## src/rtl/pkt_sw_pkg.sv

```systemverilog
// Shared types and constants for the switch packet injector.
// Latency: n/a (declarations only).
// Backpressure: n/a.
// Contents: lane count, destination width, default packet width, injector FSM states, and
// dest_of(), which extracts the destination port from a packet.
package pkt_sw_pkg;

   localparam int NUM_PORTS  = 4;
   localparam int DEST_W     = 2;
   localparam int DATA_W_DEF = 8;

   typedef enum logic [1:0] {
      IDLE  = 2'd0,
      START = 2'd1,
      RUN   = 2'd2
   } inj_state_t;

   // The destination port travels in the low bits of every packet.
   function automatic logic [DEST_W-1:0] dest_of(input logic [DATA_W_DEF-1:0] pkt);
      return pkt[DEST_W-1:0];
   endfunction

endpackage

```

## src/rtl/pkt_lane_fifo.sv

```systemverilog
// Per-lane packet queue: DEPTH x DATA_W, head presented combinationally from storage.
// Latency: a push is visible at o_head the cycle after it is written (o_empty is registered).
// Backpressure: a push while o_full is high is dropped with no side effect, even if a pop happens too.
// Ports: i_clock, i_reset (async, active-high), i_push/i_data write side, i_pop read side,
//        o_full/o_empty registered status, o_head oldest entry.
module pkt_lane_fifo #(
   parameter int DATA_W = 8,
   parameter int DEPTH  = 4
)(
   input  logic              i_clock,
   input  logic              i_reset,
   input  logic              i_push,
   input  logic [DATA_W-1:0] i_data,
   input  logic              i_pop,
   output logic              o_full,
   output logic              o_empty,
   output logic [DATA_W-1:0] o_head
);
   localparam int PTR_W = (DEPTH > 1) ? $clog2(DEPTH) : 1;

   logic [DATA_W-1:0] r_mem [DEPTH];
   logic [PTR_W-1:0]  r_wr_ptr;
   logic [PTR_W-1:0]  r_rd_ptr;
   logic [PTR_W:0]    r_cnt;
   logic              r_full;
   logic              r_empty;

   logic              w_push_ok;
   logic              w_pop_ok;
   logic [PTR_W:0]    w_cnt_nxt;

   assign w_push_ok = i_push & ~r_full;
   assign w_pop_ok  = i_pop & ~r_empty;
   assign w_cnt_nxt = r_cnt + {{PTR_W{1'b0}}, w_push_ok} - {{PTR_W{1'b0}}, w_pop_ok};

   // Storage carries no reset: occupancy is tracked by the pointers alone.
   always_ff @(posedge i_clock) begin
      if (w_push_ok) begin
         r_mem[r_wr_ptr] <= i_data;
      end
   end

   // DEPTH is a power of two, so the pointers wrap naturally.
   always_ff @(posedge i_clock or posedge i_reset) begin
      if (i_reset) begin
         r_wr_ptr <= '0;
         r_rd_ptr <= '0;
         r_cnt    <= '0;
         r_full   <= 1'b0;
         r_empty  <= 1'b1;
      end else begin
         if (w_push_ok) r_wr_ptr <= r_wr_ptr + 1'b1;
         if (w_pop_ok)  r_rd_ptr <= r_rd_ptr + 1'b1;
         r_cnt   <= w_cnt_nxt;
         r_full  <= (w_cnt_nxt == (PTR_W+1)'(DEPTH));
         r_empty <= (w_cnt_nxt == '0);
      end
   end

   assign o_full  = r_full;
   assign o_empty = r_empty;
   assign o_head  = r_mem[r_rd_ptr];

endmodule

```

## src/rtl/packet_injector.sv

```systemverilog
// Four-lane packet source for the switch ingress: per-lane queues, one packet per lane per slot.
// Latency: a push into an empty lane during RUN appears the cycle after the next slot strobe.
// Backpressure: a refused packet (grant low at the strobe) is held and re-presented with o_retry set.
// Ports: i_clock, i_reset (async, active-high), i_enable, i_wr_en/i_wr_data/o_wr_full (lane queues),
//        i_grant (switch accept, sampled on o_fourth), o_start, o_fourth, o_packet_out, o_valid_out,
//        o_retry, o_drop.
// Build option: define PKT_INJ_RETRY_LIMIT_EN to discard a packet after MAX_RETRY retransmissions
//        (o_drop pulses); otherwise retransmission is unlimited and o_drop is tied low.
module packet_injector
   import pkt_sw_pkg::*;
#(
   parameter int DATA_W      = DATA_W_DEF,
   parameter int DEPTH       = 4,
   parameter int SLOT_CYCLES = 4,
   parameter int MAX_RETRY   = 3
)(
   input  logic                        i_clock,
   input  logic                        i_reset,
   input  logic                        i_enable,
   input  logic [NUM_PORTS-1:0]        i_wr_en,
   input  logic [NUM_PORTS*DATA_W-1:0] i_wr_data,
   output logic [NUM_PORTS-1:0]        o_wr_full,
   input  logic [NUM_PORTS-1:0]        i_grant,
   output logic                        o_start,
   output logic                        o_fourth,
   output logic [NUM_PORTS*DATA_W-1:0] o_packet_out,
   output logic [NUM_PORTS-1:0]        o_valid_out,
   output logic [NUM_PORTS-1:0]        o_retry,
   output logic [NUM_PORTS-1:0]        o_drop
);
   localparam int               CNT_W = (SLOT_CYCLES > 1) ? $clog2(SLOT_CYCLES) : 1;
   localparam logic [CNT_W-1:0] LAST  = CNT_W'(SLOT_CYCLES - 1);

   inj_state_t                  r_state;
   logic [CNT_W-1:0]            r_count;
   logic                        r_start;
   logic [NUM_PORTS*DATA_W-1:0] r_pkt;
   logic [NUM_PORTS-1:0]        r_valid;
   logic [NUM_PORTS-1:0]        r_retry;

   logic                        w_fourth;
   logic                        w_go_idle;
   logic [NUM_PORTS-1:0]        w_empty;
   logic [NUM_PORTS-1:0]        w_full;
   logic [NUM_PORTS-1:0]        w_pop;
   logic [NUM_PORTS-1:0]        w_refused;
   logic [NUM_PORTS-1:0]        w_drop;
   logic [NUM_PORTS-1:0]        w_hold;
   logic [DATA_W-1:0]           w_head [NUM_PORTS];

   // Slot boundary: last cycle of a running, enabled slot.
   assign w_fourth = (r_state == RUN) & i_enable & (r_count == LAST);

   for (genvar g = 0; g < NUM_PORTS; g++) begin : g_lane
      pkt_lane_fifo #(
         .DATA_W (DATA_W),
         .DEPTH  (DEPTH)
      ) u_fifo (
         .i_clock (i_clock),
         .i_reset (i_reset),
         .i_push  (i_wr_en[g]),
         .i_data  (i_wr_data[g*DATA_W +: DATA_W]),
         .i_pop   (w_pop[g]),
         .o_full  (w_full[g]),
         .o_empty (w_empty[g]),
         .o_head  (w_head[g])
      );
   end

`ifdef PKT_INJ_RETRY_LIMIT_EN
   localparam logic [1:0] RETRY_LIM = 2'(MAX_RETRY);
   logic [NUM_PORTS-1:0][1:0] r_rcnt;
   logic [NUM_PORTS-1:0]      r_drop;
`else
   logic w_unused_cfg;
   assign w_unused_cfg = (MAX_RETRY != 0);
`endif

   // Lane decision at a boundary: hold a refused packet unless it has used up its retries,
   // otherwise pop the queue head if there is one.
   always_comb begin
      w_refused = r_valid & ~i_grant;
      w_drop    = '0;
`ifdef PKT_INJ_RETRY_LIMIT_EN
      for (int i = 0; i < NUM_PORTS; i++) begin
         w_drop[i] = w_refused[i] & (r_rcnt[i] == RETRY_LIM);
      end
`endif
      w_hold    = w_refused & ~w_drop;
      w_pop     = {NUM_PORTS{w_fourth}} & ~w_hold & ~w_empty;
      w_go_idle = w_fourth & (&w_empty) & ~(|w_hold) & ~(|i_wr_en);
   end

   always_ff @(posedge i_clock or posedge i_reset) begin
      if (i_reset) begin
         r_state <= IDLE;
         r_count <= '0;
         r_start <= 1'b0;
      end else begin
         r_start <= 1'b0;
         case (r_state)
            IDLE: begin
               if (i_enable && !(&w_empty)) begin
                  r_state <= START;
                  r_start <= 1'b1;
               end
            end
            START: begin
               r_count <= '0;
               r_state <= RUN;
            end
            RUN: begin
               if (i_enable) begin
                  r_count <= (r_count == LAST) ? '0 : r_count + 1'b1;
                  if (w_go_idle) r_state <= IDLE;
               end
            end
            default: r_state <= IDLE;
         endcase
      end
   end

   always_ff @(posedge i_clock or posedge i_reset) begin
      if (i_reset) begin
         r_pkt   <= '0;
         r_valid <= '0;
         r_retry <= '0;
      end else if (w_fourth) begin
         for (int i = 0; i < NUM_PORTS; i++) begin
            if (w_hold[i]) begin
               r_retry[i] <= 1'b1;
            end else if (!w_empty[i]) begin
               r_pkt[i*DATA_W +: DATA_W] <= w_head[i];
               r_valid[i]                <= 1'b1;
               r_retry[i]                <= 1'b0;
            end else begin
               r_pkt[i*DATA_W +: DATA_W] <= '0;
               r_valid[i]                <= 1'b0;
               r_retry[i]                <= 1'b0;
            end
         end
      end
   end

`ifdef PKT_INJ_RETRY_LIMIT_EN
   // Retransmission count per lane; cleared whenever the lane moves on to a new packet or goes empty.
   always_ff @(posedge i_clock or posedge i_reset) begin
      if (i_reset) begin
         r_rcnt <= '0;
         r_drop <= '0;
      end else begin
         r_drop <= {NUM_PORTS{w_fourth}} & w_drop;
         if (w_fourth) begin
            for (int i = 0; i < NUM_PORTS; i++) begin
               r_rcnt[i] <= w_hold[i] ? r_rcnt[i] + 2'd1 : 2'd0;
            end
         end
      end
   end
   assign o_drop = r_drop;
`else
   assign o_drop = '0;
`endif

   assign o_wr_full    = w_full;
   assign o_start      = r_start;
   assign o_fourth     = w_fourth;
   assign o_packet_out = r_pkt;
   assign o_valid_out  = r_valid;
   assign o_retry      = r_retry;

endmodule

```

## config.mk

```make
export PLATFORM = sky130hd
export DESIGN_NAME = packet_injector
export DESIGN_NICKNAME = d
export VERILOG_FILES = /design/src/rtl/pkt_sw_pkg.sv /design/src/rtl/pkt_lane_fifo.sv /design/src/rtl/packet_injector.sv
export SDC_FILE = /design/constraint.sdc
export NUM_CORES = 1
export LEC_CHECK = 0
export BUFFER_PORTS_ARGS = -buffer_cell sky130_fd_sc_hd__buf_2
export CELL_PAD_IN_SITES_DETAIL_PLACEMENT = 1
export CELL_PAD_IN_SITES_GLOBAL_PLACEMENT = 1
export CORE_MARGIN = 2
export CORE_UTILIZATION = 25
export DETAILED_ROUTE_END_ITERATION = 6
export PLACE_DENSITY = 0.5
export SLEW_MARGIN = 20
export SYNTH_ARGS = -nofsm -noshare
export SYNTH_HDL_FRONTEND = slang
export SYNTH_SLANG_ARGS = --single-unit
```

## constraint.sdc

```tcl
create_clock -name i_clock -period 5.6 [get_ports i_clock]
set_input_delay 0.28 -clock i_clock [delete_from_list [all_inputs] [get_ports i_clock]]
set_output_delay 0.28 -clock i_clock [all_outputs]
set_load 0.02 [all_outputs]
```

# Word level (Yosys, flattened, before mapping)

Memories as Yosys holds them, arrays and structs flattened.
Index checks and enable logic that the tools add are counted.

Add/subtract/negate cells: 17
Equal/unequal tests: 10
Mux-type cells: 29
Bitwise operators: 33
Reductions and logical operators: 17

Operators with widths:

| kind                  | count |
|---|---|
| $mux W8               | 4 |
| $add A2 B1 Y2 const B | 9 |
| $mux W1               | 18 |
| $not A1 Y1            | 14 |
| $and A1 B1 Y1         | 13 |
| $add A3 B1 Y3         | 4 |
| $and A4 B4 Y4         | 3 |
| $eq A3 B3 Y1 const B  | 4 |
| $logic_not A3 Y1      | 4 |
| $not A4 Y4            | 3 |
| $sub A3 B1 Y3         | 4 |
| $mux W2               | 5 |
| $reduce_and A2 Y1     | 5 |
| $reduce_or A4 Y1      | 2 |
| $ne A2 B2 Y1 const B  | 3 |
| $pmux W2 S3           | 1 |
| $eq A2 B2 Y1 const B  | 2 |
| $pmux W2 S2           | 1 |
| $reduce_and A4 Y1     | 1 |
| $reduce_and A3 Y1     | 1 |
| $eq A2 B1 Y1 const B  | 1 |
| $logic_not A2 Y1      | 1 |
| $reduce_bool A2 Y1    | 1 |
| $logic_and A1 B1 Y1   | 1 |
| $logic_not A1 Y1      | 1 |

Bits in registers: 81
Bits in writable memories: 128
Input port bits: 43
Output and inout port bits: 50
Logic and storage cells: 142
Memories kept: 4

Memory list:

| name                   | depth | bits a word | read ports | clocked after Yosys merged registers in | write ports | line                | RTL |
|---|---|---|---|---|---|---|---|
| g_lane[0].u_fifo.r_mem | 4     | 8           | 1          | 0                                       | 1           | pkt_lane_fifo.sv:21 | `logic [DATA_W-1:0] r_mem [DEPTH];` |
| g_lane[1].u_fifo.r_mem | 4     | 8           | 1          | 0                                       | 1           | pkt_lane_fifo.sv:21 |  |
| g_lane[2].u_fifo.r_mem | 4     | 8           | 1          | 0                                       | 1           | pkt_lane_fifo.sv:21 |  |
| g_lane[3].u_fifo.r_mem | 4     | 8           | 1          | 0                                       | 1           | pkt_lane_fifo.sv:21 |  |

# Longest topological paths before layout

Gate-level depths: netlist of the first run.

Depth after elaboration: 9
Depth in mapped cells: 13
Mapped depth without buffers: 11

# Modules after synthesis

A second synthesis of the first run with hierarchy kept.

Cell total of the unflattened synthesis: 529
Area total of the unflattened synthesis: 8848.5 um^2

Modules (own cells, without submodules):

| module          | instances | cells an instance | area an instance (um^2) | sequential area each (um^2) |
|---|---|---|---|---|
| pkt_lane_fifo   | 4         | 79                | 1630.3                  | 1187.4 |
| packet_injector | 1         | 213               | 2327.2                  | 1126.1 |

# Least setup slack after synthesis of the first run

No wires, ideal clock.

Path kind: flip-flop to flip-flop
From: register r_count[0]
To: register g_lane[2].u_fifo.r_full
Library setup time: 88 ps
Data arrival time: 2547 ps
Required time: 5512 ps
Slack: 2965 ps
Cell stages (with the launch flop): 14
Buffers on the path: 2
Period minus slack after synthesis: 2635 ps
Cells stage by stage: dfrtp_1 > ha_1 > nand4b_4 > buf_6 > nor3_2 > buf_2 > ha_1 > inv_1 > ha_1 > inv_1 > fa_1 > xnor2_1 > xnor2_1 > nor3b_1

Longest elaborated chain between the ends: 7

Ends and longest elaborated chain:

| what                                    | line                   | RTL |
|---|---|---|
| start: declaration                      | packet_injector.sv:35  | `logic [CNT_W-1:0] r_count;` |
| start signal: assignment                | packet_injector.sv:114 | `r_count <= (r_count == LAST) ? '0 : r_count + 1'b1;` |
| $eq A2 B2 Y1                            | packet_injector.sv:52  | `assign w_fourth = (r_state == RUN) & i_enable & (r_count == LAST);` |
| $and A1 B1 Y1                           | packet_injector.sv:52  |  |
| $and A4 B4 Y4 (2 in series)             | packet_injector.sv:90  | `w_pop = {NUM_PORTS{w_fourth}} & ~w_hold & ~w_empty;` |
| $and A1 B1 Y1                           | pkt_lane_fifo.sv:33    | `assign w_pop_ok = i_pop & ~r_empty;` |
| named net g_lane[2].u_fifo.w_pop_ok     | pkt_lane_fifo.sv:29    | `logic w_pop_ok;` |
| $sub A3 B1 Y3                           | pkt_lane_fifo.sv:34    | `assign w_cnt_nxt = r_cnt + {{PTR_W{1'b0}}, w_push_ok} - {{PTR_W{1'b0}}, w_pop_ok};` |
| named net g_lane[2].u_fifo.w_cnt_nxt[2] | pkt_lane_fifo.sv:30    | `logic [PTR_W:0] w_cnt_nxt;` |
| $eq A3 B3 Y1                            | pkt_lane_fifo.sv:55    | `r_full <= (w_cnt_nxt == (PTR_W+1)'(DEPTH));` |
| end signal: assignment                  | pkt_lane_fifo.sv:55    |  |
| end: declaration                        | pkt_lane_fifo.sv:25    | `logic r_full;` |

The timed path passes the listed nets, and every way through them passes these cells.
A chain may end at the register's enable or synchronous reset.

# Worst setup path in the final report of the first run

From: register r_count[0]
To: register g_lane[2].u_fifo.r_full

Longest elaborated chain between the ends: 7

Ends and longest elaborated chain:

| what                                    | line |
|---|---|
| $eq A2 B2 Y1                            | packet_injector.sv:52 |
| $and A1 B1 Y1                           | packet_injector.sv:52 |
| $and A4 B4 Y4 (2 in series)             | packet_injector.sv:90 |
| $and A1 B1 Y1                           | pkt_lane_fifo.sv:33 |
| $sub A3 B1 Y3                           | pkt_lane_fifo.sv:34 |
| named net g_lane[2].u_fifo.w_cnt_nxt[2] | pkt_lane_fifo.sv:30 |
| $eq A3 B3 Y1                            | pkt_lane_fifo.sv:55 |

The timed path passes the listed nets, and every way through them passes these cells.

==> results of run 1 <==
-- final timing paths --
| check | startpoint | to | slack [ns] | cells after the start |
|---|---|---|---|---|
| worst min register to register | o_retry[1]$_DFFE_PP0P_ | o_retry[1]$_DFFE_PP0P_ | 0.49 | 1 |
| worst max-delay path | r_count[0]$_DFFE_PP0P_ | g_lane[2].u_fifo.o_full$_DFF_PP0_ | 2.31 | 11 |
| min in group i_clock | i_wr_data[31] | g_lane[3].u_fifo.r_mem[1][7]$_DFFE_PP_ | 0.03 | 1 |
| worst min-delay path | i_reset | o_packet_out[13]$_DFFE_PP0N_ | -0.01 | 3 |
| max in group asynchronous | i_reset | o_packet_out[22]$_DFFE_PP0N_ | 5.07 | 3 |
| worst max register to register | r_count[0]$_DFFE_PP0P_ | g_lane[2].u_fifo.o_full$_DFF_PP0_ | 2.31 | 11 |
-- cell usage after synthesis (all sizes together) --
cell type,count
and3,1
nand4b,1
o31ai,1
nor2b,9
and2,16
or2,4
nor3,10
fa,4
a21o,4
nand2b,1
dfrtp,77
nor4,2
clkbuf,8
nand2,5
nor3b,4
a31oi,1
mux4,32
edfxtp,128
inv,26
a21oi,1
and4,1
ha,25
conb,1
nor4b,4
buf,22
xnor2,11
dfstp,4
o21a,4
o21ai,4
xor2,10
a22o,35
-- metal layers --
metal,vias to the layer above,wire (um),GRT usage
li1,1940,-,-
met1,2182,7500,0.129
met2,82,8840,0.186
met3,31,813,0.0215
met4,0,360,0.0290
met5,-,0,0
-- final cells by class --
class / instances / area share
clock buffers: 33 / 0.0636
clock inverters: 8 / 0.00913
inverters: 26 / 0.00975
multi-input cells: 194 / 0.208
flip-flops and latches: 209 / 0.580
well taps: 442 / 0.0546
repair buffers: 120 / 0.0752
-- flip-flops by register name, indices dropped and copies added (netlist names) --
signal and flops:
o_retry 4, r_state 2, g_lane.u_fifo.o_empty 4, g_lane.u_fifo.r_rd_ptr 8, o_valid_out 4, r_count 2, g_lane.u_fifo.r_cnt 12, g_lane.u_fifo.r_wr_ptr 8
o_packet_out 32, o_start 1, g_lane.u_fifo.r_mem 128, g_lane.u_fifo.o_full 4
-- power groups by stage --
stage                     combinational, mW  clock (mW)  sequential [mW]
after CTS                              1.22        1.54             2.34
after global placement                 1.14           0             2.34
final                                  1.18        1.47             2.32
after global routing                   1.31        1.59             2.38
after floorplan                       0.839           0             2.34
after detailed placement               1.20           0             2.37
-- logic make-up (layout without fill, tap and decap cells) --
kind of cell	after synthesis	after routing	share of synthesized area
and+or+nand+nor	58	58	0.0477
other	1	4	0.000455
muxes	32	32	0.0874
AOI/OAI and AO/OA	50	50	0.0492
buffers and inverters	56	187	0.0323
adders and majority gates	29	29	0.0477
DFF	209	209	0.713
xor gates and xnor gates	21	21	0.0223
-- worst reg2reg max path: stages, from the launching register on --
cell	delay, ns
dfrtp_1	0.39
ha_1	0.27
nand4b_4	0.27
nor3_2	0.71
ha_1	0.36
inv_1	0.06
ha_1	0.13
inv_1	0.05
fa_1	0.37
xnor2_1	0.15
xnor2_1	0.23
nor3b_1	0.21
-- metrics by stage --
step | hold slack (ns) | util | worst slack [ns] | area, um^2 | total power, mW
floorplan | 0.379 | - | 2.96 | 8250 | 3.18
global placement | 0.468 | 0.279 | 2.46 | 9090 | 3.47
detailed placement | 0.477 | 0.279 | 2.21 | 9090 | 3.56
CTS | 0.00609 | 0.311 | 2.22 | 10100 | 5.09
global route | 0.0172 | 0.312 | 1.99 | 10100 | 5.29
finish | -0.0123 | 0.312 | 2.31 | 10100 | 4.97
==> metrics, run 1 <==
antenna violations before repair=0; Int Pwr=3.50 mW; row count=66; global route total overflow=0; ant diodes=0; final worst-path cycle share=0.588; Die Span Y=186 um; mapped cell area=8240 um^2; cell taking the most area after synthesis=edfxtp_1; io pins=93; status=finished with violations; Max Clock Skew=0.00622 ns; top cells by area, synth=edfxtp_1 (47%), dfrtp_1 (23%), mux4_2 (8.7%); setup TNS=0 ns; Die W=186 um; DRT Wirelength=17500 um; pin count of the biggest net entering global routing=82; CTS Buf Count=23; Via density=4.10; Layout Cells excl Fill=1032; fillers=3388; worst path required time=6.01 ns; Yosys top cell area share=0.466; Max Cap Violations=0; Remaining DRCs=0; post-CTS sizing=0; Initial Utilization=0.253; worst skew pair latency=0.50 ns; Placeable Area=32500 um^2; crit path capture type=register; clock sinks=209; LEAKAGE=4.04 nW; maximum buffer depth of the clock tree=3; WL/cell=17.0 um; clock-pin transition on the worst setup and hold timing paths=0.06 ns; Crit path largest cell delay=0.71 ns; Synth cell types=37; Clock power frac=0.297; FF/Latch Area=5880 um^2; CP Cell Sequence=ha_1 > nand4b_4 > nor3_2 > ha_1 > inv_1 > ha_1 > inv_1 > fa_1 > xnor2_1 > xnor2_1 > nor3b_1; failing checks=hold timing; placed cells=960; worst-margin pin slew=0.856 ns; critical path's top delay family=simple AND/OR/NAND/NOR gates; register area share after synthesis=0.713; slowest CP cell=nor3_2; Buf+Inv Stages, Crit Path=2; cts hold-fix bufs=31; Syn. warnings=0; most used cell, CP=ha_1; FF+latch count, synth=209; Hold WS=-0.0123 ns; Cell Pwr Density=490 nW/um^2; via count of the first global-routing pass=4796; H-tree depth=1; share of cells above drive strength 1=0.281; Avg Inst Size Synth=18.1 um^2; Final nets=646; final hold violation count=18; switching power total=1.47 mW; Sw Ratio=0.296; critical path arrival=3.70 ns; antenna viol nets, final=0; CTS tree=done; Worst Hold Class=input port to async pin; final slew viol count=0; PortBufs=88; combinational fraction of design power=0.237; Max Freq=0.304 GHz; clk root buf=clkbuf_16; startpoint types=register; postcts setup bufs=0; gpl congestion=0.703; DRT Pass-1 Iters=4; commonest non-fill, non-tap cell in the layout=edfxtp_1; DR vias=4235; Post-DP HPWL=11800 um; Final setup violation count=0; worst vdd ir=0.000220 V; GRT Total Usage=0.105; Post-Syn Instances=456; DRT iter0 DRCs=154; area grow syn2layout=23.0%; crit path max fanout=13; first-pass GRT wire length=27400 um; max_slew headroom=0.426; commonest cells after routing, fill and taps aside=edfxtp_1 (128), buf_2 (88), dfrtp_1 (77), a22o_1 (35), mux4_2 (32); Multi-input gate area=2110 um^2; sequential group share of total power=0.467; Critical Setup Path Class=register to register; unrepaired setup endpoints after global routing=false; Period minus WS final=3.29 ns; Die ar.=34400 um^2
(Power assumes the default switching activity.)
==> run 2, diff against run 1 <==
==> constraint.sdc (replaced) <==
create_clock -name i_clock -period 3.35 [get_ports i_clock]
set_input_delay 0.1675 -clock i_clock [delete_from_list [all_inputs] [get_ports i_clock]]
set_output_delay 0.1675 -clock i_clock [all_outputs]
set_load 0.02 [all_outputs]
==> metrics, run 2 (synthesis gave the netlist of run 1 again) <==
final slew viol count=0 (unchanged); commonest cells after routing, fill and taps aside=edfxtp_1 (128), buf_2 (88), dfrtp_1 (77), a22o_1 (35), dlygate4sd3_1 (33); sequential group share of total power=0.456 (-0.011); maximum buffer depth of the clock tree=3 (unchanged); Max Clock Skew=0.0128 ns (+0.00663 ns); Initial Utilization=0.253 (unchanged); DR vias=4257 (+0.52%); Sw Ratio=0.296 (about the same); max_slew headroom=0.356 (-0.0704); Clock power frac=0.305 (+0.008); GRT Total Usage=0.107 (+0.00254); DRT Pass-1 Iters=4 (unchanged); final hold violation count=0 (-18); Critical Setup Path Class=register to register; Buf+Inv Stages, Crit Path=2 (unchanged); worst vdd ir=0.000372 V (+69%); startpoint types=register; Via density=4.10 (about the same); Int Pwr=5.99 mW (+71%); Top reg by flops=g_lane.u_fifo.r_mem; Largest register FFs=128 (unchanged); first-pass GRT wire length=27900 um (+1.9%); PortBufs=88 (unchanged); switching power total=2.51 mW (+71%); Cell Pwr Density=831 nW/um^2 (+70%); Max Freq=0.360 GHz (+18%); antenna violations before repair=0 (unchanged); Worst Hold Class=input port to register; H-tree depth=1 (unchanged); Placeable Area=32500 um^2 (unchanged); gpl congestion=0.689 (-1.9%); ant diodes=0 (unchanged); clk root buf=clkbuf_16; slowest CP cell=dfrtp_1; placed cells=965 (+0.52%); Final nets=653 (+1.1%); Crit path largest cell delay=0.39 ns (-0.32 ns); CTS Buf Count=23 (unchanged); row count=66 (unchanged); commonest non-fill, non-tap cell in the layout=edfxtp_1; via count of the first global-routing pass=4784 (-0.25%); most used cell, CP=ha_1; Max Cap Violations=0 (unchanged); final worst-path cycle share=0.830 (+0.243); combinational fraction of design power=0.239 (+0.002); worst-margin pin slew=0.966 ns (+0.110 ns); DRT iter0 DRCs=171 (+11%); CP Cell Sequence=ha_1 > nand4b_4 > nor3_2 > ha_1 > inv_1 > ha_1 > inv_1 > fa_1 > xnor2_1 > xnor2_1 > nor3b_1; Die W=186 um (unchanged); Final setup violation count=0 (unchanged); critical path's top delay family=adder cells; Die Span Y=186 um (unchanged); share of cells above drive strength 1=0.292 (+0.0106); DRT Wirelength=18000 um (+2.5%); worst path required time=3.75 ns (-2.26 ns); global route total overflow=0 (unchanged); WL/cell=17.3 um (+1.9%); io pins=93 (unchanged); Die ar.=34400 um^2 (unchanged); worst skew pair latency=0.50 ns (about the same); Period minus WS final=2.78 ns (-0.510 ns); status=finished clean; pin count of the biggest net entering global routing=52 (-37%); Hold WS=0.0594 ns (+0.0718 ns); CTS tree=done; clock-pin transition on the worst setup and hold timing paths=0.06 ns (about the same); Remaining DRCs=0 (unchanged); crit path max fanout=13 (unchanged); Layout Cells excl Fill=1038 (+0.58%); area grow syn2layout=24.2%; crit path capture type=register; unrepaired setup endpoints after global routing=false; Post-DP HPWL=12300 um (+3.9%); fillers=3416 (+0.83%); clock sinks=209 (unchanged); post-CTS sizing=0 (unchanged); LEAKAGE=4.09 nW (+1.1%); antenna viol nets, final=0 (unchanged); critical path arrival=3.18 ns (-0.52 ns); setup TNS=0 ns (unchanged)
[run 2: per-stage QoR]
step | total power, mW | cell area [um^2] | worst slack, ns | util
global route | 9.03 | 10200 | 0.312 | 0.315
global placement | 5.84 | 9120 | 0.766 | 0.280
CTS | 8.69 | 10200 | 0.524 | 0.315
detailed placement | 6.02 | 9120 | 0.566 | 0.280
floorplan | 5.31 | 8250 | 0.715 | -
finish | 8.51 | 10200 | 0.568 | 0.315
[run 2: worst paths after layout]
path / startpoint / end / slack, ns / cells after the start
max: r_count[0]$_DFFE_PP0P_ / g_lane[2].u_fifo.o_full$_DFF_PP0_ / 0.57 / 11
min: i_enable / r_state[0]$_DFFE_PP0P_ / 0.06 / 3
max reg2reg: r_count[0]$_DFFE_PP0P_ / g_lane[2].u_fifo.o_full$_DFF_PP0_ / 0.57 / 11
min reg2reg: o_retry[1]$_DFFE_PP0P_ / o_retry[1]$_DFFE_PP0P_ / 0.49 / 1
max in group asynchronous: i_reset / g_lane[0].u_fifo.o_empty$_DFF_PP1_ / 2.01 / 4
min in group asynchronous: i_reset / o_retry[3]$_DFFE_PP0P_ / 0.39 / 3
[run 2: cell type report]
class	instances	area, um^2	share of cell area
sequential	209	5880	0.574
multi-input combinational	194	2110	0.206
timing repair buffer	127	816	0.0797
clock buffer	27	611	0.0597
tap	442	553	0.0540
clock inverter	13	169	0.0165
inverter	26	98.8	0.00966
[run 2: routing by layer]
layer,vias up,share of wire,track usage
met5,-,0,0
met4,0,0.014,0.0252
met3,22,0.054,0.0233
met2,92,0.51,0.193
met1,2197,0.42,0.131
li1,1946,-,-
[run 2: what timing repair did]
action / CTS / global route
hold buffers: 33 / 0
setup buffers: 0 / 0
hold endpoints to repair: 175 / 0
[run 2: power by group through the flow]
| stage | clock network [mW] | registers (mW) | logic, mW |
|---|---|---|---|
| CTS | 2.67 | 3.91 | 2.10 |
| finish | 2.60 | 3.88 | 2.03 |
| floorplan | 0 | 3.90 | 1.40 |
| detailed placement | 0 | 3.97 | 2.06 |
| global route | 2.77 | 3.99 | 2.27 |
| global placement | 0 | 3.91 | 1.92 |
[run 2: worst min-delay path, delay by kind of cell]
| family | cells | cell delay (ns) |
|---|---|---|
| buf+inv | 1 | 0.13 |
| simple gates | 2 | 0.20 |
